### src/rtl/operand_fetch_pkg.sv
// Shared CPU datapath constants for the operand-fetch stage and its register file.
package operand_fetch_pkg;

   localparam int DATA_W = 24;
   localparam int NREGS  = 8;
   localparam int ADDR_W = $clog2(NREGS);

   localparam logic [ADDR_W-1:0] REG_ZERO = '0;

endpackage

### src/rtl/operand_fetch_regfile.sv
// General-purpose register file: two asynchronous read ports, one synchronous
// write port, asynchronous clear, r0 reads as zero and ignores writes.
import operand_fetch_pkg::*;

module regfile_2r1w (
   input  logic              clk_sys,
   input  logic              rst,
   input  logic [ADDR_W-1:0] rd_addr_a,
   output logic [DATA_W-1:0] rd_data_a,
   input  logic [ADDR_W-1:0] rd_addr_b,
   output logic [DATA_W-1:0] rd_data_b,
   input  logic              wr_en,
   input  logic [ADDR_W-1:0] wr_addr,
   input  logic [DATA_W-1:0] wr_data
);

   logic [DATA_W-1:0] regs_q [NREGS];
   logic [DATA_W-1:0] regs_d [NREGS];

   // Next register contents: a single write per cycle, never to r0.
   always_comb begin
      regs_d = regs_q;
      if (wr_en && (wr_addr != REG_ZERO)) begin
         regs_d[wr_addr] = wr_data;
      end
   end

   // Register storage with asynchronous clear.
   always_ff @(posedge clk_sys or posedge rst) begin
      if (rst) begin
         regs_q <= '{default: '0};
      end else begin
         regs_q <= regs_d;
      end
   end

   // Asynchronous reads; r0 is forced to zero regardless of storage.
   always_comb begin
      rd_data_a = (rd_addr_a == REG_ZERO) ? '0 : regs_q[rd_addr_a];
      rd_data_b = (rd_addr_b == REG_ZERO) ? '0 : regs_q[rd_addr_b];
   end

endmodule

### src/rtl/operand_fetch.sv
// Operand-fetch stage: register file reads with writeback bypass, a single
// registered output buffer with valid/ready handshake, and refresh of held
// operands from writeback while the downstream unit stalls.
import operand_fetch_pkg::*;

module operand_fetch (
   input  logic              clk_sys,
   input  logic              rst,
   input  logic              in_valid,
   output logic              in_ready,
   input  logic [ADDR_W-1:0] rs_addr,
   input  logic [ADDR_W-1:0] rt_addr,
   input  logic [DATA_W-1:0] imm_shamt,
   input  logic              wr_en,
   input  logic [ADDR_W-1:0] wr_addr,
   input  logic [DATA_W-1:0] wr_data,
   output logic              out_valid,
   input  logic              out_ready,
   output logic [DATA_W-1:0] out_A,
   output logic [DATA_W-1:0] out_B,
   output logic [DATA_W-1:0] out_shamt
);

   logic [DATA_W-1:0] rf_rd_a;
   logic [DATA_W-1:0] rf_rd_b;
   logic [DATA_W-1:0] fetch_a;
   logic [DATA_W-1:0] fetch_b;
   logic              accept;
   logic              stall;

   logic              out_valid_q, out_valid_d;
   logic [DATA_W-1:0] out_a_q, out_a_d;
   logic [DATA_W-1:0] out_b_q, out_b_d;
   logic [DATA_W-1:0] out_shamt_q, out_shamt_d;
   logic [ADDR_W-1:0] rs_cap_q, rs_cap_d;
   logic [ADDR_W-1:0] rt_cap_q, rt_cap_d;

   regfile_2r1w u_regfile (
      .clk_sys   (clk_sys),
      .rst       (rst),
      .rd_addr_a (rs_addr),
      .rd_data_a (rf_rd_a),
      .rd_addr_b (rt_addr),
      .rd_data_b (rf_rd_b),
      .wr_en     (wr_en),
      .wr_addr   (wr_addr),
      .wr_data   (wr_data)
   );

   // Handshake and same-cycle writeback bypass (r0 never bypassed).
   always_comb begin
      in_ready = !out_valid_q || out_ready;
      accept   = in_valid && in_ready;
      stall    = out_valid_q && !out_ready;
      fetch_a  = (wr_en && (wr_addr == rs_addr) && (rs_addr != REG_ZERO)) ? wr_data : rf_rd_a;
      fetch_b  = (wr_en && (wr_addr == rt_addr) && (rt_addr != REG_ZERO)) ? wr_data : rf_rd_b;
   end

   // Output buffer next state: accept wins, else refresh on stall, else drain.
   always_comb begin
      out_valid_d = out_valid_q;
      out_a_d     = out_a_q;
      out_b_d     = out_b_q;
      out_shamt_d = out_shamt_q;
      rs_cap_d    = rs_cap_q;
      rt_cap_d    = rt_cap_q;
      if (accept) begin
         out_valid_d = 1'b1;
         out_a_d     = fetch_a;
         out_b_d     = fetch_b;
         out_shamt_d = imm_shamt;
         rs_cap_d    = rs_addr;
         rt_cap_d    = rt_addr;
      end else if (stall) begin
         if (wr_en && (wr_addr == rs_cap_q) && (rs_cap_q != REG_ZERO)) begin
            out_a_d = wr_data;
         end
         if (wr_en && (wr_addr == rt_cap_q) && (rt_cap_q != REG_ZERO)) begin
            out_b_d = wr_data;
         end
      end else if (out_valid_q && out_ready) begin
         out_valid_d = 1'b0;
      end
   end

   // Output buffer registers with asynchronous clear.
   always_ff @(posedge clk_sys or posedge rst) begin
      if (rst) begin
         out_valid_q <= 1'b0;
         out_a_q     <= '0;
         out_b_q     <= '0;
         out_shamt_q <= '0;
         rs_cap_q    <= '0;
         rt_cap_q    <= '0;
      end else begin
         out_valid_q <= out_valid_d;
         out_a_q     <= out_a_d;
         out_b_q     <= out_b_d;
         out_shamt_q <= out_shamt_d;
         rs_cap_q    <= rs_cap_d;
         rt_cap_q    <= rt_cap_d;
      end
   end

   assign out_valid = out_valid_q;
   assign out_A     = out_a_q;
   assign out_B     = out_b_q;
   assign out_shamt = out_shamt_q;

endmodule

### config.mk
export PLATFORM = sky130hd
export DESIGN_NAME = operand_fetch
export DESIGN_NICKNAME = d
export VERILOG_FILES = /design/src/rtl/operand_fetch_pkg.sv /design/src/rtl/operand_fetch_regfile.sv /design/src/rtl/operand_fetch.sv
export SDC_FILE = /design/constraint.sdc
export NUM_CORES = 1
export LEC_CHECK = 0
export ABC_CLOCK_PERIOD_IN_PS = 10600
export BUFFER_PORTS_ARGS = -buffer_cell sky130_fd_sc_hd__buf_2
export CORE_MARGIN = 3
export CORE_UTILIZATION = 35
export CTS_CLUSTER_DIAMETER = 120
export DETAILED_ROUTE_END_ITERATION = 8
export SLEW_MARGIN = 5
export SYNTH_ARGS = -nofsm -noshare
export SYNTH_HDL_FRONTEND = slang
export SYNTH_SLANG_ARGS = --single-unit
### constraint.sdc
create_clock -name clk_sys -period 10.6 [get_ports clk_sys]
set_clock_uncertainty 0.1 [all_clocks]
set_input_delay 2.12 -clock clk_sys [delete_from_list [all_inputs] [get_ports clk_sys]]
set_output_delay 2.12 -clock clk_sys [all_outputs]
set_load 0.01 [all_outputs]
==> flow_metrics.py <==
metrics = {
    "cts": {
        "cts_hold_buf": 0,
        "htree_levels": 1,
        "cts.sinks": 271,
        "cts_root_buf": "clkbuf_16",
        "cts_buffer_depth": 3,
        "cts_tree": "yes",
        "numCtsBuffers": 31,
        "cts_setup_buffers": 0,
        "cts_resized": 0,
        "clkTransAtPathRegs_ns": 0.06,
        "clkLatencyLatePin_ns": 0.55,
    },
    "sta": {
        "finalSetupTns_ns": 0,
        "period_share": 0.450,
        "slew_headroom": 0.336,
        "clock.fmax_ghz": 0.209,
        "grt_setup_unrepaired": "no",
        "slew_viol_final": 0,
        "period_needed_ns": 4.77,
        "setup_ws_ns": 5.83,
        "finalSetupViolCount": 0,
        "hold_viol_final": 0,
        "worst_pin_slew_ns": 0.995,
    },
    "pwr": {
        "power.density_nw_per_um2": 190,
        "vdd_drop_max_v": 0.000126,
        "p_sw_frac": 0.275,
        "power_frac_comb": 0.207,
        "p_int_mw": 2.12,
        "p_sw_mw": 0.804,
        "power_leakage_nw": 6.75,
        "clock_power_share": 0.330,
        "p_seq_frac": 0.463,
    },
    "critical_path": {
        "critPathArrivalTime_ns": 2.55,
        "end_kind": "primary output",
        "cp_data_required_time_ns": 8.38,
        "crit_type": "in -> out",
        "crit_path_start_kind": "input pin",
        "critical_path.max_fanout": 4,
    },
    "grt": {
        "grt_pass1_wl_um": 54800,
        "grt_overflow": 0,
        "grt_pass1_vias": 9069,
        "grt_max_degree": 139,
        "antenna_found_initial": 0,
        "grt.total_usage": 0.172,
    },
    "final_layout": {
        "layout_common_cells": "dfrtp_1, mux2_2, buf_2",
        "stdcell_area_um2": 15400,
        "layout_commonest_cell": "dfrtp_1",
        "final_nets": 1160,
        "finalNonFillerCells": 1625,
        "fillers": 3617,
        "antenna_cells": 0,
        "area_growth_pct": 14.0,
        "drive_gt1_frac": 0.447,
    },
    "placed_design": {
        "port_buffers": 135,
        "hpwl_um": 20800,
        "preCtsSetupSlack_ns": 5.83,
        "placedCellCount": 1576,
        "postPlaceCellArea_um2": 14500,
        "place.gp.congestion": 0.747,
    },
    "synth": {
        "synth_seq_cells": 271,
        "yosys_warnings": 0,
        "synth_area_um2": 13500,
        "syn_area_per_cell_um2": 13.4,
        "syn_nets": 1068,
        "ys.flop_type": "dfrtp_1",
        "ys_types": 50,
        "synth_edf_count": 0,
        "synthesis.instances": 1006,
        "async_flop_share": 1.00,
        "seq_area_frac_synth": 0.503,
    },
    "floorplanning": {
        "die-height_um": 202,
        "design.core.area_um2": 37800,
        "start_util": 0.356,
        "die_area_um2": 40900,
        "ios": 136,
        "die-width_um": 202,
        "rows": 71,
    },
    "routing": {
        "drt_iter0_drc": 484,
        "post-route-drc-count": 0,
        "met1Wirelength_um": 15300,
        "dr_wl_met3_um": 1830,
        "ant_nets": 0,
        "route.met2.wl_um": 17600,
        "via_per_inst": 5.28,
        "top_layer_used": "met4",
        "first_pass_iters": 7,
        "num_vias": 8580,
        "wl_per_cell_um": 21.7,
        "drt_wl_total_um": 35300,
    },
    "run": {
        "cap_viol_max_count": 0,
    },
    "hold_path": {
        "hold_path_class": "reg -> reg",
    },
    "run_status": {
        "outcome": "complete, no violations",
    },
}
metal layers:
metal / vias to the layer above / GRT usage
met1: 4504 / 0.233
met2: 219 / 0.294
li1: 3824 / -
met3: 33 / 0.0287
met5: - / 0
met4: 0 / 0.0334
kinds of logic (layout without fill, tap and decap cells):
logic type / Yosys count / after routing / share of synthesized area
compound gates: 110 / 110 / 0.0498
xor+xnor: 8 / 8 / 0.00520
buf+inv: 101 / 209 / 0.0410
flops: 271 / 271 / 0.503
mux: 305 / 305 / 0.332
simple gates: 211 / 211 / 0.0689
sequential cells by signal (all words and copies together), names as in the netlist:
signal            cells
u_regfile.regs_q    192
out_A                24
out_shamt            24
rs_cap_q              3
rt_cap_q              3
out_B                24
out_valid             1
critical path, stage by stage:
cell	delay (ns)
buf_2	0.10
nand2b_1	0.17
buf_2	0.16
per-stage QoR:
step           hold slack (ns)  power, mW   util
2_1_floorplan            0.325       1.79      -
3_3_place_gp             0.260       1.96  0.383
3_5_place_dp             0.265       1.98  0.383
4_1_cts                  0.277       2.96  0.406
5_1_grt                  0.293       3.08  0.406
6_report                 0.282       2.93  0.406
power groups by stage:
stage / combinational, mW / sequential, mW / clock [mW]
floorplan: 0.434 / 1.35 / 0
global placement: 0.603 / 1.36 / 0
detailed placement: 0.614 / 1.37 / 0
CTS: 0.616 / 1.35 / 0.992
global route: 0.663 / 1.38 / 1.04
finish: 0.607 / 1.35 / 0.966
synth_stat cells (2+ instances only):
library cell / n / area, µm²
dfrtp_1: 271 / 6780
buf_2: 31 / 155
a221o_1: 4 / 40.0
buf_4: 9 / 67.6
inv_1: 4 / 15.0
mux2i_1: 23 / 230
and2_1: 4 / 25.0
mux4_2: 87 / 1960
or2_1: 9 / 56.3
nand4_1: 2 / 12.5
mux2_2: 189 / 2130
xor2_1: 4 / 35.0
a31oi_1: 2 / 12.5
or2_0: 2 / 12.5
nand2_1: 124 / 465
clkbuf_2: 2 / 10.0
xnor2_1: 4 / 35.0
a211oi_1: 4 / 30.0
o21ai_0: 37 / 185
a32oi_1: 5 / 43.8
nand2b_1: 2 / 12.5
nor2_1: 47 / 176
mux4_1: 6 / 158
a22oi_1: 2 / 15.0
a21oi_1: 41 / 205
clkbuf_1: 41 / 154
buf_6: 11 / 124
o21ai_1: 6 / 30.0
or2_2: 12 / 75.1
final cells by class:
cell class	count	area, µm²	area share
Multi-Input combinational cell	634	6200	0.403
Inverter	5	26.3	0.00171
Tap cell	511	639	0.0416
Clock buffer	43	861	0.0560
Sequential cell	271	6780	0.441
Timing Repair Buffer	155	831	0.0540
Clock inverter	6	33.8	0.00220
path summary, 6_finish.rpt:
path | from | end | slack (ns) | cells past startpoint
max in group asynchronous | rst | u_regfile.regs_q[64]$_DFFE_PP0P_ | 7.22 | 3
max | out_ready | in_ready | 5.83 | 3
min in group asynchronous | rst | u_regfile.regs_q[170]$_DFFE_PP0P_ | 1.69 | 2
max reg2reg | out_valid$_DFFE_PP0P_ | out_B[3]$_DFFE_PP0P_ | 8.21 | 6
min | u_regfile.regs_q[168]$_DFFE_PP0P_ | u_regfile.regs_q[168]$_DFFE_PP0P_ | 0.28 | 0
min reg2reg | u_regfile.regs_q[168]$_DFFE_PP0P_ | u_regfile.regs_q[168]$_DFFE_PP0P_ | 0.28 | 0
Power figures use the tool's default switching activity.
